`src/rtl/instr_fetch_seq_pkg.sv`:
```
// Shared definitions for the instruction fetch/sequencing stage: widths, PC-select
// encodings, FSM states and control-word field offsets.
package instr_fetch_seq_pkg;

  localparam int unsigned ADDR_W  = 64;
  localparam int unsigned INSTR_W = 32;
  localparam int unsigned STATE_W = 2;
  localparam int unsigned PSEL_W  = 2;

  localparam logic [PSEL_W-1:0] PSEL_HOLD = PSEL_W'(0);
  localparam logic [PSEL_W-1:0] PSEL_INC  = PSEL_W'(1);
  localparam logic [PSEL_W-1:0] PSEL_BRK  = PSEL_W'(2);
  localparam logic [PSEL_W-1:0] PSEL_REG  = PSEL_W'(3);

  localparam logic [ADDR_W-1:0] PC_RESET_DEFAULT = '0;

  typedef enum logic [1:0] {
    IDLE  = 2'd0,
    FETCH = 2'd1,
    EXEC  = 2'd2
  } fsm_e;

  // Control-word layout: Psel occupies the top two bits of the 31-bit word
  localparam int unsigned CW_W        = 31;
  localparam int unsigned CW_PSEL_LSB = 29;
  localparam int unsigned CW_PSEL_MSB = CW_PSEL_LSB + PSEL_W - 1;

  function automatic logic [PSEL_W-1:0] cw_psel(input logic [CW_W-1:0] cw);
    return cw[CW_PSEL_MSB:CW_PSEL_LSB];
  endfunction

endpackage

```
`src/rtl/instr_fetch_seq_if.sv`:
```
// Fetch-stage bus: instruction memory handshake, decoder feedback and decoder inputs.
interface instr_fetch_seq_if;
  import instr_fetch_seq_pkg::*;

  logic               imem_req;
  logic [ADDR_W-1:0]  imem_addr;
  logic [INSTR_W-1:0] imem_rdata;
  logic               imem_valid;
  logic [PSEL_W-1:0]  Psel;
  logic [STATE_W-1:0] nextState;
  logic [ADDR_W-1:0]  k_offset;
  logic [ADDR_W-1:0]  reg_target;
  logic [INSTR_W-1:0] instruction;
  logic [STATE_W-1:0] state;
  logic [ADDR_W-1:0]  pc;
  logic               exec_valid;

  modport master (
    output imem_req, imem_addr, instruction, state, pc, exec_valid,
    input  imem_rdata, imem_valid, Psel, nextState, k_offset, reg_target
  );

  modport slave (
    input  imem_req, imem_addr, instruction, state, pc, exec_valid,
    output imem_rdata, imem_valid, Psel, nextState, k_offset, reg_target
  );

endinterface

```
`src/rtl/instr_fetch_seq_pc_next.sv`:
```
// Next-PC selection: hold, +4, word-offset branch, or register target (mod 2^64).
module instr_fetch_seq_pc_next
  import instr_fetch_seq_pkg::*;
(
  input  logic [ADDR_W-1:0] pc,
  input  logic [PSEL_W-1:0] psel,
  input  logic [ADDR_W-1:0] k_offset,
  input  logic [ADDR_W-1:0] reg_target,
  output logic [ADDR_W-1:0] pc_nxt_c
);

  // The word offset's top two bits fall off the shift
  logic [ADDR_W-1:0] k_bytes;
  assign k_bytes = {k_offset[ADDR_W-3:0], 2'b00};

  always_comb begin
    pc_nxt_c = pc;
    case (psel)
      PSEL_HOLD: pc_nxt_c = pc;
      PSEL_INC:  pc_nxt_c = pc + ADDR_W'(4);
      PSEL_BRK:  pc_nxt_c = pc + k_bytes;
      PSEL_REG:  pc_nxt_c = reg_target;
      default:   pc_nxt_c = pc;
    endcase
  end

endmodule

```
`src/rtl/instr_fetch_seq.sv`:
```
// Instruction fetch and sequencing: owns PC, instruction register and micro-state,
// fetches over a req/valid handshake and steps micro-states from decoder feedback.
module instr_fetch_seq
  import instr_fetch_seq_pkg::*;
#(
  parameter logic [ADDR_W-1:0] PC_RESET = PC_RESET_DEFAULT
) (
  input logic                clock,
  input logic                reset_n,
  instr_fetch_seq_if.master  bus
);

  fsm_e               fsm;
  logic [ADDR_W-1:0]  pc_q;
  logic [INSTR_W-1:0] instr_q;
  logic [STATE_W-1:0] state_q;
  logic               req_q;
  logic               exec_q;
  logic [ADDR_W-1:0]  pc_nxt_c;

  instr_fetch_seq_pc_next u_pc_next (
    .pc         (pc_q),
    .psel       (bus.Psel),
    .k_offset   (bus.k_offset),
    .reg_target (bus.reg_target),
    .pc_nxt_c   (pc_nxt_c)
  );

  // Sequencer: IDLE -> FETCH (wait for valid) -> EXEC (one edge per micro-state)
  always_ff @(posedge clock or negedge reset_n) begin
    if (!reset_n) begin
      fsm     <= IDLE;
      pc_q    <= PC_RESET;
      instr_q <= '0;
      state_q <= '0;
      req_q   <= 1'b0;
      exec_q  <= 1'b0;
    end else begin
      case (fsm)
        IDLE: begin
          fsm   <= FETCH;
          req_q <= 1'b1;
        end
        FETCH: begin
          if (bus.imem_valid) begin
            instr_q <= bus.imem_rdata;
            state_q <= '0;
            req_q   <= 1'b0;
            exec_q  <= 1'b1;
            fsm     <= EXEC;
          end
        end
        EXEC: begin
          pc_q    <= pc_nxt_c;
          state_q <= bus.nextState;
          if (bus.nextState == '0) begin
            fsm    <= FETCH;
            req_q  <= 1'b1;
            exec_q <= 1'b0;
          end
        end
        default: begin
          fsm    <= IDLE;
          req_q  <= 1'b0;
          exec_q <= 1'b0;
        end
      endcase
    end
  end

  assign bus.imem_req    = req_q;
  assign bus.imem_addr   = pc_q;
  assign bus.pc          = pc_q;
  assign bus.instruction = instr_q;
  assign bus.state       = state_q;
  assign bus.exec_valid  = exec_q;

endmodule

```
`src/flat_wrapper.sv`:
```
// flat-port wrapper written by rule: the top's interface ports become plain ports
module instr_fetch_seq_flat import instr_fetch_seq_pkg::*;
#(
  parameter logic [ADDR_W-1:0] PC_RESET = PC_RESET_DEFAULT
)
  (clock, reset_n, bus_imem_req, bus_imem_addr, bus_instruction, bus_state, bus_pc, bus_exec_valid, bus_imem_rdata, bus_imem_valid, bus_Psel, bus_nextState, bus_k_offset, bus_reg_target);
  instr_fetch_seq_if bus_i ();
  input logic clock;
  input logic reset_n;
  output wire logic [$bits(bus_i.imem_req)-1:0] bus_imem_req;
  output wire logic [$bits(bus_i.imem_addr)-1:0] bus_imem_addr;
  output wire logic [$bits(bus_i.instruction)-1:0] bus_instruction;
  output wire logic [$bits(bus_i.state)-1:0] bus_state;
  output wire logic [$bits(bus_i.pc)-1:0] bus_pc;
  output wire logic [$bits(bus_i.exec_valid)-1:0] bus_exec_valid;
  input wire logic [$bits(bus_i.imem_rdata)-1:0] bus_imem_rdata;
  input wire logic [$bits(bus_i.imem_valid)-1:0] bus_imem_valid;
  input wire logic [$bits(bus_i.Psel)-1:0] bus_Psel;
  input wire logic [$bits(bus_i.nextState)-1:0] bus_nextState;
  input wire logic [$bits(bus_i.k_offset)-1:0] bus_k_offset;
  input wire logic [$bits(bus_i.reg_target)-1:0] bus_reg_target;
  assign bus_imem_req = bus_i.imem_req;
  assign bus_imem_addr = bus_i.imem_addr;
  assign bus_instruction = bus_i.instruction;
  assign bus_state = bus_i.state;
  assign bus_pc = bus_i.pc;
  assign bus_exec_valid = bus_i.exec_valid;
  assign bus_i.imem_rdata = bus_imem_rdata;
  assign bus_i.imem_valid = bus_imem_valid;
  assign bus_i.Psel = bus_Psel;
  assign bus_i.nextState = bus_nextState;
  assign bus_i.k_offset = bus_k_offset;
  assign bus_i.reg_target = bus_reg_target;
  instr_fetch_seq #(.PC_RESET(PC_RESET)) u_core (.clock(clock), .reset_n(reset_n), .bus(bus_i));
endmodule
```
`config.mk`:
```
export PLATFORM = sky130hd
export DESIGN_NAME = instr_fetch_seq_flat
export DESIGN_NICKNAME = d
export VERILOG_FILES = /design/src/rtl/instr_fetch_seq_pkg.sv /design/src/rtl/instr_fetch_seq_if.sv /design/src/rtl/instr_fetch_seq_pc_next.sv /design/src/rtl/instr_fetch_seq.sv /design/src/flat_wrapper.sv
export SDC_FILE = /design/constraint.sdc
export NUM_CORES = 1
export LEC_CHECK = 0
export CAP_MARGIN = 20
export CORE_MARGIN = 8
export CORE_UTILIZATION = 42
export CTS_CLUSTER_SIZE = 20
export DETAILED_ROUTE_END_ITERATION = 16
export PLACE_DENSITY = 0.9
export SLEW_MARGIN = 20
export SYNTH_ARGS = -nofsm -noshare
export SYNTH_HDL_FRONTEND = slang
export SYNTH_SLANG_ARGS = --single-unit
export TNS_END_PERCENT = 5
```
`constraint.sdc`:
```
create_clock -name clock -period 2.9 [get_ports clock]
set_input_delay 0.29 -clock clock [delete_from_list [all_inputs] [get_ports clock]]
set_output_delay 0.29 -clock clock [all_outputs]
set_load 0.01 [all_outputs]
```
# ---- Word-level counts from Yosys, hierarchy flattened
# Cells that the tools add are included.
dict set report op_classes {
  addsub 2
  n_eq_ne 7
  n_mux 12
  bitwise_logic 2
  n_reduce_logical 9
}
# operator n
set ops {}
lappend ops {{64-bit one-hot mux with 3 select lines} 1}
lappend ops {{64-bit by 3-bit adder with 64-bit output, second input constant} 1}
lappend ops {{64-bit adder} 1}
lappend ops {{2-bit AND reduction} 4}
lappend ops {{2-bit equality test, second input constant} 3}
lappend ops {{2-bit logical NOT} 3}
lappend ops {{2-bit 2-to-1 mux} 3}
lappend ops {{1-bit one-hot mux with 3 select lines} 2}
lappend ops {{2-bit one-hot mux with 3 select lines} 1}
lappend ops {{2-bit by 1-bit equality test with 1-bit output, second input constant} 2}
lappend ops {{1-bit 2-to-1 mux} 4}
lappend ops {{2-bit one-hot mux with 2 select lines} 1}
lappend ops {{3-bit AND reduction} 1}
lappend ops {{2-bit by 1-bit inequality test with 1-bit output, second input constant} 1}
lappend ops {{2-bit inequality test, second input constant} 1}
lappend ops {{1-bit inverter} 2}
lappend ops {{2-bit nonzero test} 1}
dict set report totals {
  register_bits 102
  output_inout_bits 164
  word_cells 38
}

# ---- Logic depth before layout (Yosys ltp)
dict set report depth {
  depth_word 3
  depth_mapped 16
}

# ---- Modules after synthesis
# From an unflattened synthesis, not the netlist that was laid out.
dict set report unflattened {
  cells_unflattened 1205
  hier_area_um2 9505.4
}
# mod n_inst cells_each area_per_inst_um2 seq_area_each_um2
set by_module_without_submodules {}
lappend by_module_without_submodules {instr_fetch_seq_pc_next 1 772 5024.8 0.0}
lappend by_module_without_submodules {instr_fetch_seq 1 433 4480.5 2552.4}

# ---- Worst setup path before layout
# OpenSTA, ideal clock, no wires.
dict set report synth_path {
  kind {input to register}
  from {input port bus_Psel[1]}
  to {register u_core.pc_q[63], in the netlist u_core.bus.imem_addr[63]}
  setup_ps 131
  arrival_time_ps 3236
  path_slack_ps -468
  cell_stages 16
  path_cell_list {nor2b_1 > clkbuf_1 > clkbuf_1 > and2_1 > ha_1 > buf_2 > nand4_1 > o221a_1 > o21ai_2 > a221oi_1 > o31a_1 > a2111oi_4 > o2111ai_1 > and3_1 > o211ai_1 > or3b_1}
}
dict set report synth_between {
  elab_chain_cells 3
}
# item line_no
set synth_lines {}
lappend synth_lines {{from (decl)} flat_wrapper.sv:18} ;# input wire logic [$bits(bus_i.Psel)-1:0] bus_Psel;
lappend synth_lines {{parallel branches: the longest is 3 deep, another holds 64-bit one-hot mux with 3 select lines} n/a}
lappend synth_lines {{to (signal assigned)} instr_fetch_seq.sv:54} ;# pc_q <= pc_nxt_c;
lappend synth_lines {{to (decl)} instr_fetch_seq.sv:14} ;# logic [ADDR_W-1:0] pc_q;
# Several ways; the timed one is not identified.
# A chain may end at the register's enable or synchronous reset.

# ---- Final worst setup path
dict set report layout_path {
  from {input port bus_Psel[0]}
  to {register u_core.pc_q[55], in the netlist u_core.bus.imem_addr[55]}
}
# Same word-level chain as after synthesis.

==> results.sh <==
export IMPL_outcome="finished, violations left"
export IMPL_r2r_start="u_core.bus.imem_addr[4]"
export IMPL_avgSynthCellArea_um2=8.10
export IMPL_fin_worst_skew_ps=9.12
export IMPL_clock_fmax_mhz=303
export IMPL_multi_input_area_mm2=0.00617
export IMPL_cts_path_max_buffers=2
export IMPL_ys_flop_type="dfrtp_1"
export IMPL_worstRegToRegCells=15
export IMPL_numClockSinks=101
export IMPL_cts_root_buf="clkbuf_16"
export IMPL_port_buffers=328
export IMPL_worst_slew_pin_slew_ps=647
export IMPL_clkTransAtPathRegs_ps=90
export IMPL_finalSetupTns_ps=-5240
export IMPL_yosysWarnings=0
export IMPL_n_antenna_cell=0
export IMPL_place_detailed_hpwl_um=29000
export IMPL_async_reset_ff_share_pct=100
export IMPL_synthMostInstantiatedCell="nand2_1"
export IMPL_drt_vias_per_instance=5.61
export IMPL_antenna_found_initial=0
export IMPL_grt_first_pass_wirelength_um=57900
export IMPL_powerDensity_mw_per_mm2=911
export IMPL_rsz0062_at_grt="yes"
export IMPL_nFillCells=1459
export IMPL_wl_per_cell_um=20.2
export IMPL_gp_congestion=0.946
export IMPL_clkLatencyLatePin_ps=360
export IMPL_hold_viol=0
export IMPL_synth_seq_cells=101
export IMPL_synth_nets=1331
export IMPL_crit_fanout=17
export IMPL_tritoncts_num_buffers=9
export IMPL_synth_edf_count=0
export IMPL_synthesis_instances=1102
export IMPL_netlist_area_mm2=0.00892
export IMPL_finalWorstSetupSlack_ps=-397
export IMPL_cp_arrival_ps=3570
export IMPL_p_leak_uw=0.00670
export IMPL_ys_top_cells_by_count="122 x nand2_1, 113 x a21oi_1, 101 x dfrtp_1"
export IMPL_h_tree_depth=3
export IMPL_dp_worst_setup_slack_ps=-1320
export IMPL_grt_pass1_vias=11000
export IMPL_cap_violations=0
export IMPL_die_h_um=162
export IMPL_finalCritPeriodShare_pct=114
export IMPL_grt_max_degree=54
export IMPL_violations="negative setup slack"
export IMPL_vias=10600
export IMPL_yosysUniqueCellTypes=76
export IMPL_postRouteAntennaNets=0
export IMPL_end_kind="flop"
export IMPL_track_usage_pct=27.2
export IMPL_areaGrowthSynthToFinish_pct=68.2
export IMPL_rows=53
export IMPL_layout_drive_gt1_share_pct=28.5
export IMPL_layout_nets=1838
export IMPL_seq_area_mm2=0.00253
export IMPL_cts_tree="yes"
export IMPL_wl_um=38100
export IMPL_first_pass_iters=6
export IMPL_r2r_end="u_core.bus.imem_addr[55]"
export IMPL_design_die_area_mm2=0.0262
export IMPL_ioPinCount=331
export IMPL_synth_top_area_cell="dfrtp_1"
export IMPL_grt_ovfl_total=0
export IMPL_synth_area_leaders="dfrtp_1 28%, ha_1 8.6%, a21oi_1 6.3%"
export IMPL_worst_ep_required_time_ps=3180
export IMPL_synth_top_area_share_pct=28.3
export IMPL_fin_crit_ps=3300
export IMPL_drc=0
export IMPL_drt_first_iter_violations=800
export IMPL_core_area_mm2=0.0210
export IMPL_rrSetupSlack_ps=-210
export IMPL_hold_path_class="primary input to async pin"
export IMPL_die_w_um=162
export IMPL_utilization_pct=71.6
export IMPL_maxSlewViolCount=0
export IMPL_crit_type="primary input to flop"
export IMPL_vdd_drop_max_v=0.000613
export IMPL_setup_viol=28
export IMPL_seq_area_frac_synth_pct=28.3
export IMPL_slew_headroom_pct=56.8
export IMPL_initial_core_util_pct=42.6
export IMPL_start_kind="primary input"
-- worst max-delay path: stages --
cell           delay [ps]
dlygate4sd2_1         260
nor2b_4                60
buf_12                150
buf_12                140
and2_1                190
ha_4                  290
nand4_1               120
nor2_1                110
nand3_1               130
a21oi_2               260
o211ai_1              130
buf_4                 170
a2111oi_4             380
buf_4                 170
buf_4                  90
nor2_1                 60
buf_4                 160
xnor2_2               110
nand2_1                60
a31oi_1               230
-- power by group --
| group | total [µW] | internal (µW) | switching, µW |
|---|---|---|---|
| Combinational | 9590 | 5190 | 4400 |
| Sequential | 2750 | 2080 | 668 |
| Clock | 1320 | 622 | 702 |
-- layout by cell type, fill, tap and decap left out, types with 6 or more instances in the layout --
| cell | count |
|---|---|
| clkdlybuf4s50_1 | 325 |
| buf_4 | 287 |
| nand2_1 | 117 |
| dfrtp_1 | 101 |
| a21oi_1 | 95 |
| nor2_1 | 87 |
| and2_1 | 52 |
| o21ai_0 | 48 |
| ha_1 | 39 |
| mux2_2 | 34 |
| xnor2_1 | 31 |
| a21o_1 | 26 |
| nand4_1 | 23 |
| a31oi_1 | 22 |
| nand3_1 | 21 |
| ha_4 | 21 |
| o21bai_1 | 19 |
| a21oi_2 | 18 |
| inv_1 | 18 |
| nor3_1 | 15 |
| xor2_1 | 14 |
| and2_4 | 13 |
| o21ai_1 | 13 |
| and3_1 | 12 |
| nor2b_1 | 10 |
| clkbuf_16 | 10 |
| o21ai_2 | 8 |
| nand2b_1 | 6 |
| o211ai_1 | 6 |
| a211oi_2 | 6 |
-- what timing repair did --
item	4_1_cts	5_1_grt
hold endpoints to repair	48	0
gates resized for setup	79	55
endpoints found under the setup margin	52	45
setup buffers	5	5
gates cloned	0	1
pin swaps	30	21
hold buffers	1	0
-- metrics by stage --
stage | hold WS (ps) | total power (µW) | std cells | cell area [µm²]
2_1_floorplan | -5.59 | 7080 | 1102 | 8930
3_3_place_gp | 340 | 11300 | 1862 | 13900
3_5_place_dp | 346 | 11600 | 1862 | 13900
4_1_cts | 481 | 13300 | 1884 | 14700
5_1_grt | 504 | 14400 | 1889 | 15000
6_report | 477 | 13700 | 1889 | 15000
-- kinds of logic (layout without fill, tap and decap cells) --
logic type | Yosys count | in the layout | share of synthesized area (%)
mux | 39 | 39 | 4.85
xor+xnor | 48 | 48 | 4.71
fa+ha+maj | 62 | 62 | 8.78
flops | 101 | 101 | 28.3
compound gates | 317 | 317 | 22.4
buf+inv | 146 | 658 | 9.87
simple gates | 389 | 389 | 21.0
-- state kept, by name, indices dropped and copies added, names as in the netlist --
signal                  count
u_core.bus.state            2
u_core.bus.instruction     32
u_core.fsm                  2
u_core.bus.exec_valid       1
u_core.bus.imem_addr       64
-- worst max path at each step --
stage | start | end | slack [ps] | depth (start not counted)
finish | bus_Psel[0] | u_core.bus.imem_addr[55] | -400 | 20
global route | bus_Psel[0] | u_core.bus.imem_addr[63] | -500 | 16
CTS | bus_Psel[1] | u_core.bus.imem_addr[63] | -490 | 16
detailed placement | bus_Psel[1] | u_core.bus.imem_addr[58] | -1320 | 15
global placement | bus_Psel[1] | u_core.bus.imem_addr[58] | -1270 | 15
floorplan | bus_Psel[1] | u_core.bus.imem_addr[63] | -390 | 16
-- cell type report --
cell class | count | share of cell area (%)
clock buffer | 9 | 1.50
tap | 275 | 2.29
inverter | 18 | 0.450
sequential | 101 | 16.8
timing repair buffer | 624 | 37.2
multi-input combinational | 855 | 41.1
clock inverter | 7 | 0.583
-- metal layers --
layer	vias to the layer above	GRT usage, %	wire (µm)
met5	-	0	0
met4	0	11.1	1490
met3	132	6.56	3170
met2	567	49.0	19200
met1	5045	30.2	14300
li1	4862	-	-
Power figures use the tool's default switching activity.
